--- src/rtl/mixcolumns_engine.sv ---
// mixcolumns_engine: sequential AES (Inv)MixColumns over a 128-bit state.
// COLS_PER_CYCLE columns are transformed per BUSY cycle (1, 2 or 4).
// Optional feature macro: AES_MIXCOL_FWD_EN -- when defined, both forward and
// inverse matrices are built and in_inv selects; when undefined only the
// inverse matrix exists and every transform is InvMixColumns.

// One column through the MixColumns matrix, built from xtime chains.
module mixcol_unit (
`ifdef AES_MIXCOL_FWD_EN
  input  logic        inv,
`endif
  input  logic [31:0] col,
  output logic [31:0] res
);
  function automatic logic [7:0] xt(input logic [7:0] b);
    return {b[6:0], 1'b0} ^ (b[7] ? 8'h1b : 8'h00);
  endfunction

  logic [7:0] a  [4];
  logic [7:0] x2 [4];
  logic [7:0] x4 [4];
  logic [7:0] x8 [4];

  // Split rows and build the doubling chain for every byte.
  always_comb begin
    for (int r = 0; r < 4; r++) begin
      a[r]  = col[31-8*r -: 8];
      x2[r] = xt(a[r]);
      x4[r] = xt(x2[r]);
      x8[r] = xt(x4[r]);
    end
  end

  // Combine the multiples: 09=8+1, 0b=8+2+1, 0d=8+4+1, 0e=8+4+2, 03=2+1.
  always_comb begin
    res = '0;
    for (int r = 0; r < 4; r++) begin
      logic [1:0] r1, r2, r3;
      logic [7:0] ib, fb;
      r1 = 2'(r + 1);
      r2 = 2'(r + 2);
      r3 = 2'(r + 3);
      ib = (x8[r] ^ x4[r] ^ x2[r])
         ^ (x8[r1] ^ x2[r1] ^ a[r1])
         ^ (x8[r2] ^ x4[r2] ^ a[r2])
         ^ (x8[r3] ^ a[r3]);
`ifdef AES_MIXCOL_FWD_EN
      fb = x2[r] ^ (x2[r1] ^ a[r1]) ^ a[r2] ^ a[r3];
      res[31-8*r -: 8] = inv ? ib : fb;
`else
      fb = 8'h00;
      res[31-8*r -: 8] = ib ^ fb;
`endif
    end
  end
endmodule

module mixcolumns_engine #(
  parameter int COLS_PER_CYCLE = 1
) (
  input  logic         clk,
  input  logic         rst,
  input  logic         in_valid,
  output logic         in_ready,
  input  logic [127:0] in_state,
  input  logic         in_inv,
  output logic         out_valid,
  input  logic         out_ready,
  output logic [127:0] out_state
);
  localparam int C      = COLS_PER_CYCLE;
  localparam int GROUPS = 4 / C;
  localparam int CW     = (GROUPS > 1) ? $clog2(GROUPS) : 1;

  generate
    if (C != 1 && C != 2 && C != 4) begin : g_bad_cfg
      $error("mixcolumns_engine: COLS_PER_CYCLE must be 1, 2 or 4");
    end
  endgenerate

  typedef enum logic [1:0] {IDLE = 2'd0, BUSY = 2'd1, DONE = 2'd2} state_t;

  state_t          state, state_nxt;
  logic [CW-1:0]   cnt;
  logic            last_grp;
  logic [0:3][31:0] work, work_nxt;   // index 0 is column 0 = [127:96]
  logic [127:0]    out_q;
  logic [1:0]      col_idx [C];
  logic [31:0]     col_in  [C];
  logic [31:0]     col_res [C];

`ifdef AES_MIXCOL_FWD_EN
  logic            inv_q;
`else
  logic            unused_inv;
  assign unused_inv = in_inv;
`endif

  assign last_grp = (cnt == CW'(GROUPS - 1));

  // Columns handled in this cycle: cnt*C .. cnt*C+C-1.
  always_comb begin
    for (int g = 0; g < C; g++) begin
      col_idx[g] = 2'(int'(cnt) * C + g);
      col_in[g]  = work[col_idx[g]];
    end
  end

  for (genvar g = 0; g < C; g++) begin : g_lane
    mixcol_unit u_col (
`ifdef AES_MIXCOL_FWD_EN
      .inv (inv_q),
`endif
      .col (col_in[g]),
      .res (col_res[g])
    );
  end

  // Working register with this cycle's columns written back in place.
  always_comb begin
    work_nxt = work;
    for (int g = 0; g < C; g++) work_nxt[col_idx[g]] = col_res[g];
  end

  // FSM state register.
  always_ff @(posedge clk) begin
    if (rst) state <= IDLE;
    else     state <= state_nxt;
  end

  // FSM next-state logic.
  always_comb begin
    state_nxt = state;
    case (state)
      IDLE:    if (in_valid)  state_nxt = BUSY;
      BUSY:    if (last_grp)  state_nxt = DONE;
      DONE:    if (out_ready) state_nxt = IDLE;
      default:                state_nxt = IDLE;
    endcase
  end

  // FSM outputs; no accept while reset is held.
  always_comb begin
    in_ready  = (state == IDLE) && !rst;
    out_valid = (state == DONE);
  end

  // Datapath: capture on accept, transform in place, publish on last group.
  always_ff @(posedge clk) begin
    if (rst) begin
      cnt   <= '0;
      work  <= '0;
      out_q <= '0;
`ifdef AES_MIXCOL_FWD_EN
      inv_q <= 1'b0;
`endif
    end else begin
      case (state)
        IDLE: if (in_valid) begin
          work  <= in_state;
          cnt   <= '0;
`ifdef AES_MIXCOL_FWD_EN
          inv_q <= in_inv;
`endif
        end
        BUSY: begin
          work <= work_nxt;
          cnt  <= last_grp ? '0 : cnt + 1'b1;
          if (last_grp) out_q <= work_nxt;
        end
        default: ;
      endcase
    end
  end

  assign out_state = out_q;
endmodule

--- config.mk ---
export PLATFORM = sky130hd
export DESIGN_NAME = mixcolumns_engine
export DESIGN_NICKNAME = d
export VERILOG_FILES = /design/src/rtl/mixcolumns_engine.sv
export SDC_FILE = /design/constraint.sdc
export NUM_CORES = 1
export LEC_CHECK = 0
export ABC_AREA = 0
export CAP_MARGIN = 5
export CORE_MARGIN = 2
export CORE_UTILIZATION = 29
export CTS_CLUSTER_SIZE = 30
export DETAILED_ROUTE_END_ITERATION = 16
export GPL_TIMING_DRIVEN = 0
export REMOVE_ABC_BUFFERS = 1
export SLEW_MARGIN = 20
export SYNTH_ARGS = -nofsm -noshare
export SYNTH_HDL_FRONTEND = slang
export SYNTH_SLANG_ARGS = --single-unit
--- constraint.sdc ---
create_clock -name clk -period 6.65 [get_ports clk]
set_input_delay 1.33 -clock clk [delete_from_list [all_inputs] [get_ports clk]]
set_output_delay 1.33 -clock clk [all_outputs]
set_load 0.01 [all_outputs]
==> impl_results.md, run 1 <==
- R2R setup slack: 2.76 ns
- Max-slew violation total from the final report: 0
- Total grt overflow: 0
- Dominant cells by area after synthesis: dfxtp_1 38%, a21oi_1 7.6%, mux4_2 5.3%
- Post-CTS Resized: 0
- Fmax: 246 MHz
- P_leak: 6.49 nW
- DRC errors left: 0
- First-pass GRT wire length: 78,700 um
- Via/cell ratio: 5.42
- Synth area leader: dfxtp_1
- Starting Density: 0.293
- Row count: 79
- Fin. Hold Viols: 0
- Synthesized area per cell: 9.37 um2
- Crit Path Max Fanout: 77
- Setup violations, final: 0
- Count of buffers from port buffering: 261
- Worst Setup End Kind: output port
- Xor and xnor area share after synthesis: 0.169
- Hold buffer count at cts: 0
- Register area share after synthesis: 0.381
- Cell count after synthesis: 1,458
- Post-Synth Simple-Gate Area: 0.0821
- Worst skew pair latency: 0.58 ns
- WL final: 54,000 um
- Post-synthesis mux area share: 0.0865
- Cells on worst reg2reg path: 7
- CTS tree: done
- Setup TNS: 0 ns
- Hold WS: 0.453 ns
- Final Util: 0.388
- TritonCTS sink count: 260
- Worst R2R End: work[53]
- Synthesis-to-layout area growth: 32.3%
- Setup Skew: 0.0124 ns
- Post-synthesis adder-cell area fraction: 0.00366
- Largest family of logic cells by synthesized area: compound AO/OA/AOI/OAI gates
- Worst Path Required: 5.32 ns
- Iter 0 DRT Violations: 1,095
- P per Cell Area: 689 nW/um2
- First drt pass iteration count: 5
- Total number of vias: 12,200
- Cell area after synthesis: 13,700 um2
- Final HPWL DP: 36,600 um
- Area share of the largest cell type after synthesis: 0.381
- Wire per inst: 23.9 um
- CTS root buf: clkbuf_16
- CP Class: in2out
- Clock transition at the registers of the reported paths: 0.06 ns
- Worst Hold Class: reg2reg
- Final net count: 1,767
- # IOs: 263
- Syn. warnings: 0
- Hold EP: out_state[12]
- Pin count of the biggest net entering global routing: 78
- Critical path arrival: 2.73 ns
- Core ar.: 46,600 um2
- Worst setup SP type: primary input
- Die Span Y: 221 um
- Yosys reg bits: 260
- Max-cap viol count: 0
- CTS H-tree depth: 1
- Number of global-route vias before repair: 12,100
- Relative slew margins: 0.250
- GRT Total Usage: 0.211
- Outcome: completed
- Compound-gate portion of the synthesized area: 0.232
- Total CTS buffers: 30
- Worst-margin pin slew: 1.13 ns
- Hold_sp: out_state[12]
- Maximum vdd drop: 818 uV
- Final worst-path cycle share: 0.611
- Final GP Congestion: 0.848
- Initial antenna violation count: 1
- Share of cells above drive strength 1: 0.0914
- Hold depth: 2
- Reg2reg start: cnt[1]
- RSZ-0062 raised after global routing: no
- Post-route ant nets: 0
- Post CTS Setup Buffer Count: 0
- Tmin final: 4.06 ns
- Library cells used by synthesis: 49
- CTS Buffer Depth: 3
- Die width: 221 um
- Die area: 48,900 um2
==> sequential cells by signal (all words and copies together), names as in the netlist <==
signal and cells:
out_state 128, cnt 2, work 128, state 2
==> how the worst max path moves through the flow <==
| stage | startpoint | end |
|---|---|---|
| global placement | rst | out_state[52] |
| finish | rst | in_ready |
| global route | rst | in_ready |
| detailed placement | rst | in_ready |
| floorplan | state[0] | work[22] |
| CTS | rst | in_ready |
==> logic make-up (layout without fill, tap and decap cells) <==
kind of cell               Yosys count  after routing
AOI/OAI and AO/OA                  526            526
and+or+nand+nor                    267            267
DFF                                260            260
xor gates and xnor gates           176            176
buffers and inverters              148            342
muxes                               77             77
adders and majority gates            4              4
other                                0              1
==> critical path: stages <==
cell	delay [ns]
buf_6	0.34
buf_16	0.32
nor3_1	0.09
clkdlybuf4s50_1	0.49
==> area by class of cell <==
cell class,count,area [um2]
flip-flops and latches,260,5220
diodes,1,2.50
repair buffers,279,3060
clock buffers,46,882
inverters,9,38.8
well taps,607,759
fillers,4584,28500
clock inverters,8,143
multi-input cells,1050,7960
==> synthesized netlist by cell type, drive strengths merged <==
library cell	number
a211o	3
a211oi	53
a21o	3
a21oi	207
a221oi	19
a22o	2
a22oi	3
a31o	3
a32oi	1
and2	4
buf	28
clkbuf	111
dfxtp	260
ha	4
inv	9
mux2i	45
mux4	32
nand2	93
nand2b	19
nand3	4
nor2	119
nor2b	4
nor3	10
o2111ai	2
o211ai	12
o21a	2
o21ai	130
o221ai	47
o22ai	39
or2	5
or3	9
xnor2	98
xnor3	33
xor2	37
xor3	8
==> layer usage <==
metal  track usage  wire length, um  share of wire  vias up
met5             0                0              0        -
met4        0.0611             1360          0.025        0
met1         0.287            23800           0.44     6067
met2         0.349            25700           0.48      453
met3        0.0268             3080          0.057       70
li1              -                -              -     5657
==> through the flow <==
| stage | cell area [um2] | power, W | worst slack (ns) | std cells |
|---|---|---|---|---|
| CTS | 18100 | 0.0126 | 2.61 | 2259 |
| finish | 18100 | 0.0125 | 2.59 | 2260 |
| floorplan | 13100 | 0.00821 | 0.428 | 1319 |
| detailed placement | 17000 | 0.0108 | 2.61 | 2205 |
| global route | 18100 | 0.0131 | 2.53 | 2260 |
| global placement | 16400 | 0.0107 | -5.48 | 2187 |
==> where the power goes <==
| part | internal [W] | switching, W |
|---|---|---|
| Clock | 0.00106 | 0.000692 |
| Combinational | 0.00359 | 0.00526 |
| Sequential | 0.00172 | 0.000127 |
==> cell usage in the layout (no fill, tap or decap), drive strengths merged, types with 12 or more instances in the layout <==
cell / count
o211ai: 12
dfxtp: 260
a21oi: 207
nand2: 93
o221ai: 47
a211oi: 53
nand2b: 19
a221oi: 19
clkdlybuf4s50: 260
mux2i: 45
buf: 19
mux4: 32
o21ai: 130
clkbuf: 46
xnor3: 33
nor2: 119
xnor2: 98
xor2: 37
o22ai: 39
No activity file was read; power rests on OpenSTA's default activity.
==> run 2, diff against run 1 <==
==> constraint.sdc (replaced) <==
create_clock -name clk -period 4 [get_ports clk]
set_input_delay 0.8 -clock clk [delete_from_list [all_inputs] [get_ports clk]]
set_output_delay 0.8 -clock clk [all_outputs]
set_load 0.01 [all_outputs]
==> run 2 against run 1 <==
Sequential share of layout area decreased by 0.11 points. Register-to-register slack lost 2.6 ns. Setup slack lost 2.4 ns. Critical path depth rose by 4. Core utilization grew 0.15 points. Clock power grew 66%. Critical path type is now reg2reg.
==> impl_results.md, run 2 (same netlist as run 1, synthesis figures left out) <==
- Share of cells above drive strength 1: 0.0932
- Fill cells: 4,581
- First-pass GRT wire length: 78,700 um
- First drt pass iteration count: 5
- Hold_sp: out_state[12]
- # IOs: 263
- Crit path max-delay cell type: mux4_2
- Final worst-path cycle share: 0.960
- Max-slew violation total from the final report: 0
- Worst Setup End Kind: flip-flop
- Dpl ws: 0.0598 ns
- Fmax: 260 MHz
- Pin count of the biggest net entering global routing: 78
- Most common cell after layout, fill and taps aside: clkdlybuf4s50_1
- Max-cap viol count: 0
- Worst-margin pin slew: 1.11 ns
- CTS root buf: clkbuf_16
- Worst Hold Class: reg2reg
- Relative slew margins: 0.262
- Outcome: completed
- Count of buffers from port buffering: 261
- Crit Path Max Fanout: 22
- Slack of the critical path: 0.160 ns
- DRC errors left: 0
- CTS H-tree depth: 1
- Worst skew pair latency: 0.58 ns
- Worst R2R End: out_state[30]
- Core ar.: 46,600 um2
- Reg2reg start: cnt[0]
- Worst setup SP type: flip-flop
- Via/cell ratio: 5.42
- Switching power: 0.0102 W
- Final HPWL DP: 36,600 um
- Hold depth: 2
- P_leak: 6.50 nW
- Synthesis-to-layout area growth: 32.8%
- Cells on worst reg2reg path: 8
- Iter 0 DRT Violations: 1,095
- Number of global-route vias before repair: 12,100
- Worst Path Required: 4.44 ns
- Wire per inst: 24.0 um
- CP Class: reg2reg
- R2R setup slack: 0.16 ns
- P per Cell Area: 1150 nW/um2
- Hold EP: out_state[12]
- Final Util: 0.390
- CTS tree: done
- Internal cell power: 0.0107 W
- Final net count: 1,768
- Reg power frac: 0.147
- GRT Total Usage: 0.211
- Post-route ant nets: 0
- Starting Density: 0.293
- Total grt overflow: 0
- Clock transition at the registers of the reported paths: 0.07 ns
- Total number of vias: 12,200
- Die Span Y: 221 um
- Setup violations, final: 0
- Setup Skew: 0.0131 ns
- Fin. Hold Viols: 0
- Sw Ratio: 0.487
- Share of total power in the clock network: 0.139
- Die width: 221 um
- Total CTS buffers: 30
- CTS Buffer Depth: 3
- Die area: 48,900 um2
- Row count: 79
- Commonest non-fill, non-tap cells in the layout: 260 x clkdlybuf4s50_1, 257 x dfxtp_1, 204 x a21oi_1
- Initial antenna violation count: 1
- Worst path bufs/invs: 1
- Combinational power share: 0.714
- WL final: 54,300 um
- Slowest stage delay, CP: 0.72 ns
- Worst path cell trace: buf_16 -> mux4_2 -> xor3_1 -> xnor3_1 -> xor2_1 -> xnor2_1 -> nand2b_1 -> a21oi_1
- Maximum vdd drop: 1230 uV
- Worst path top cell family by delay: XOR/XNOR gates
- Critical path arrival: 4.28 ns
- Final GP Congestion: 0.848
- TritonCTS sink count: 260
- Tmin final: 3.84 ns
run 2: through the flow:
step	total power, W	hold WS (ns)	cell area (um2)	setup TNS, ns	std cells
2_1_floorplan	0.0136	0.429	13100	-366.91	1319
3_3_place_gp	0.0175	0.446	16400	-1763.09	2187
3_5_place_dp	0.0177	0.449	17000	0	2205
4_1_cts	0.0207	0.457	18100	0	2259
5_1_grt	0.0221	0.476	18100	-0.0000653	2261
6_report	0.0209	0.452	18100	0	2261
run 2: power by group through the flow:
| stage | sequential [W] | clock [W] | combinational [W] |
|---|---|---|---|
| floorplan | 0.00306 | 0 | 0.0106 |
| finish | 0.00306 | 0.00291 | 0.0149 |
| global route | 0.00310 | 0.00305 | 0.0160 |
| CTS | 0.00306 | 0.00295 | 0.0147 |
| global placement | 0.00312 | 0 | 0.0144 |
| detailed placement | 0.00311 | 0 | 0.0146 |
run 2: worst register-to-register path: stages (launching register included):
cell and delay, ns:
dfxtp_4 0.62, buf_16 0.28, mux4_2 0.76, xor3_1 0.60, xnor3_1 0.43, xor2_1 0.19
xnor2_1 0.55, nand2b_1 0.21, a21oi_1 0.07
run 2: worst max-delay path by stage:
stage                  start             to  slack [ns]  cells past startpoint
finish                cnt[0]  out_state[30]        0.16                      8
global route          cnt[0]  out_state[14]    -0.00007                      8
CTS                   cnt[1]       work[53]        0.03                      7
detailed placement    cnt[0]      work[100]        0.06                      8
global placement    state[0]       work[25]       -7.65                      6
floorplan           state[0]       work[22]       -2.22                      5
run 2: timing repair:
item,in CTS,in global routing
setup endpoints to repair,0,29
hold buffers,0,0
buffers inserted,0,1
gates resized for setup,0,5
run 2: per-layer routing:
| layer | track usage | wire (um) |
|---|---|---|
| met5 | 0 | 0 |
| met3 | 0.0268 | 3340 |
| met4 | 0.0611 | 1280 |
| met1 | 0.287 | 23800 |
| met2 | 0.349 | 25800 |
run 2: cell type report:
| cell class | count | area [um2] | share of cell area |
|---|---|---|---|
| antenna | 1 | 2.50 | 0.000138 |
| clock buffer | 46 | 882 | 0.0486 |
| clock inverter | 8 | 143 | 0.00786 |
| inverter | 9 | 38.8 | 0.00214 |
| multi-input combinational | 1050 | 8010 | 0.442 |
| sequential | 260 | 5220 | 0.288 |
| tap | 607 | 759 | 0.0419 |
| timing repair buffer | 280 | 3080 | 0.170 |
==> edit: new RTL, settings of run 2 <==
The option `AES_MIXCOL_FWD_EN` is turned on by a define.
--- a/src/rtl/mixcolumns_engine.sv
+++ b/src/rtl/mixcolumns_engine.sv
@@ -7,2 +7,4 @@
 // One column through the MixColumns matrix, built from xtime chains.
+`define AES_MIXCOL_FWD_EN
+
 module mixcol_unit (
Function: same outputs for any inputs over 4 cycles, from zero or initial values and one cycle with rst high; that may be too few to reach the edited logic, so the function may still have changed.
==> edit against run 2 <==
Synthesized cell count rose by 7.4%. Global-route usage rose by 0.59 points. Setup slack improved by 0.046 ns. Largest cell class unchanged. Routed wire length rose by 8.2%. Cell count rose by 7.9%. Maximum frequency rose by 1.2%. Cell area rose by 5.3%. Sequential cell count rose by 1. Area after synthesis rose by 6.3%.
Power is not compared: it rests on default switching activity, and its combinational part moved more than twofold at a synthesized area within 25%.
==> edit: results <==
export IMPL_drt_iter0_drc=1174
export IMPL_antenna_found_initial=3
export IMPL_synth_xor_area_share=0.163
export IMPL_fin_nets=1874
export IMPL_numCtsBuffers=31
export IMPL_grt_max_degree=83
export IMPL_placed_cells=2373
export IMPL_synth_top_area_frac=0.360
export IMPL_avgSynthCellArea_um2=9.27
export IMPL_holdWs_ns=0.458
export IMPL_port_buffers=262
export IMPL_synth_distinct_cells=66
export IMPL_synth_compound_area_frac=0.221
export IMPL_path_max_fanout=20
export IMPL_synthAdderAreaFrac=0.00345
export IMPL_fillers=4917
export IMPL_synth_commonest_cells="dfxtp_1, nor2_1, clkbuf_1"
export IMPL_synth_area_leaders="dfxtp_1, xnor3_1, nor2_1"
export IMPL_grt_pass1_vias=13500
export IMPL_ys_seq_area_frac=0.360
export IMPL_timing_final_crit_period_ns=3.79
export IMPL_grt_pass1_wl_um=86200
export IMPL_place_gp_congestion=0.853
export IMPL_status="complete, no violations"
export IMPL_drt_met1_wl_um=26000
export IMPL_clock_skew_ns=0.0235
export IMPL_wl_met3_um=3360
export IMPL_avgRoutedWirePerCell_um=24.1
export IMPL_worst_ep_arrival_time_ns=4.27
==> edit: cell types whose count changed in the layout (fill, tap and decap cells not counted), moves of 17 or more <==
cell	change
a2111oi_0	+19
a211o_1	+17
a211oi_1	-23
a21oi_1	-108
a22oi_1	+53
a31oi_1	+34
and4_1	+26
mux2i_1	-32
nand3_1	+50
nor2_1	+81
o21ai_0	-60
o221ai_1	-47
==> edit: repair_timing <==
item,CTS,global route
gates resized for setup,5,0
setup endpoints to repair,88,26
setup buffers,2,1
==> edit: cell type report <==
| cell class | instances | area share |
|---|---|---|
| multi-input cells | 1146 | 0.460 |
| flip-flops and latches | 261 | 0.274 |
| well taps | 672 | 0.0440 |
| repair buffers | 284 | 0.163 |
| clock inverters | 13 | 0.00701 |
| clock buffers | 45 | 0.0487 |
| inverters | 13 | 0.00282 |
| diodes | 5 | 0.000655 |
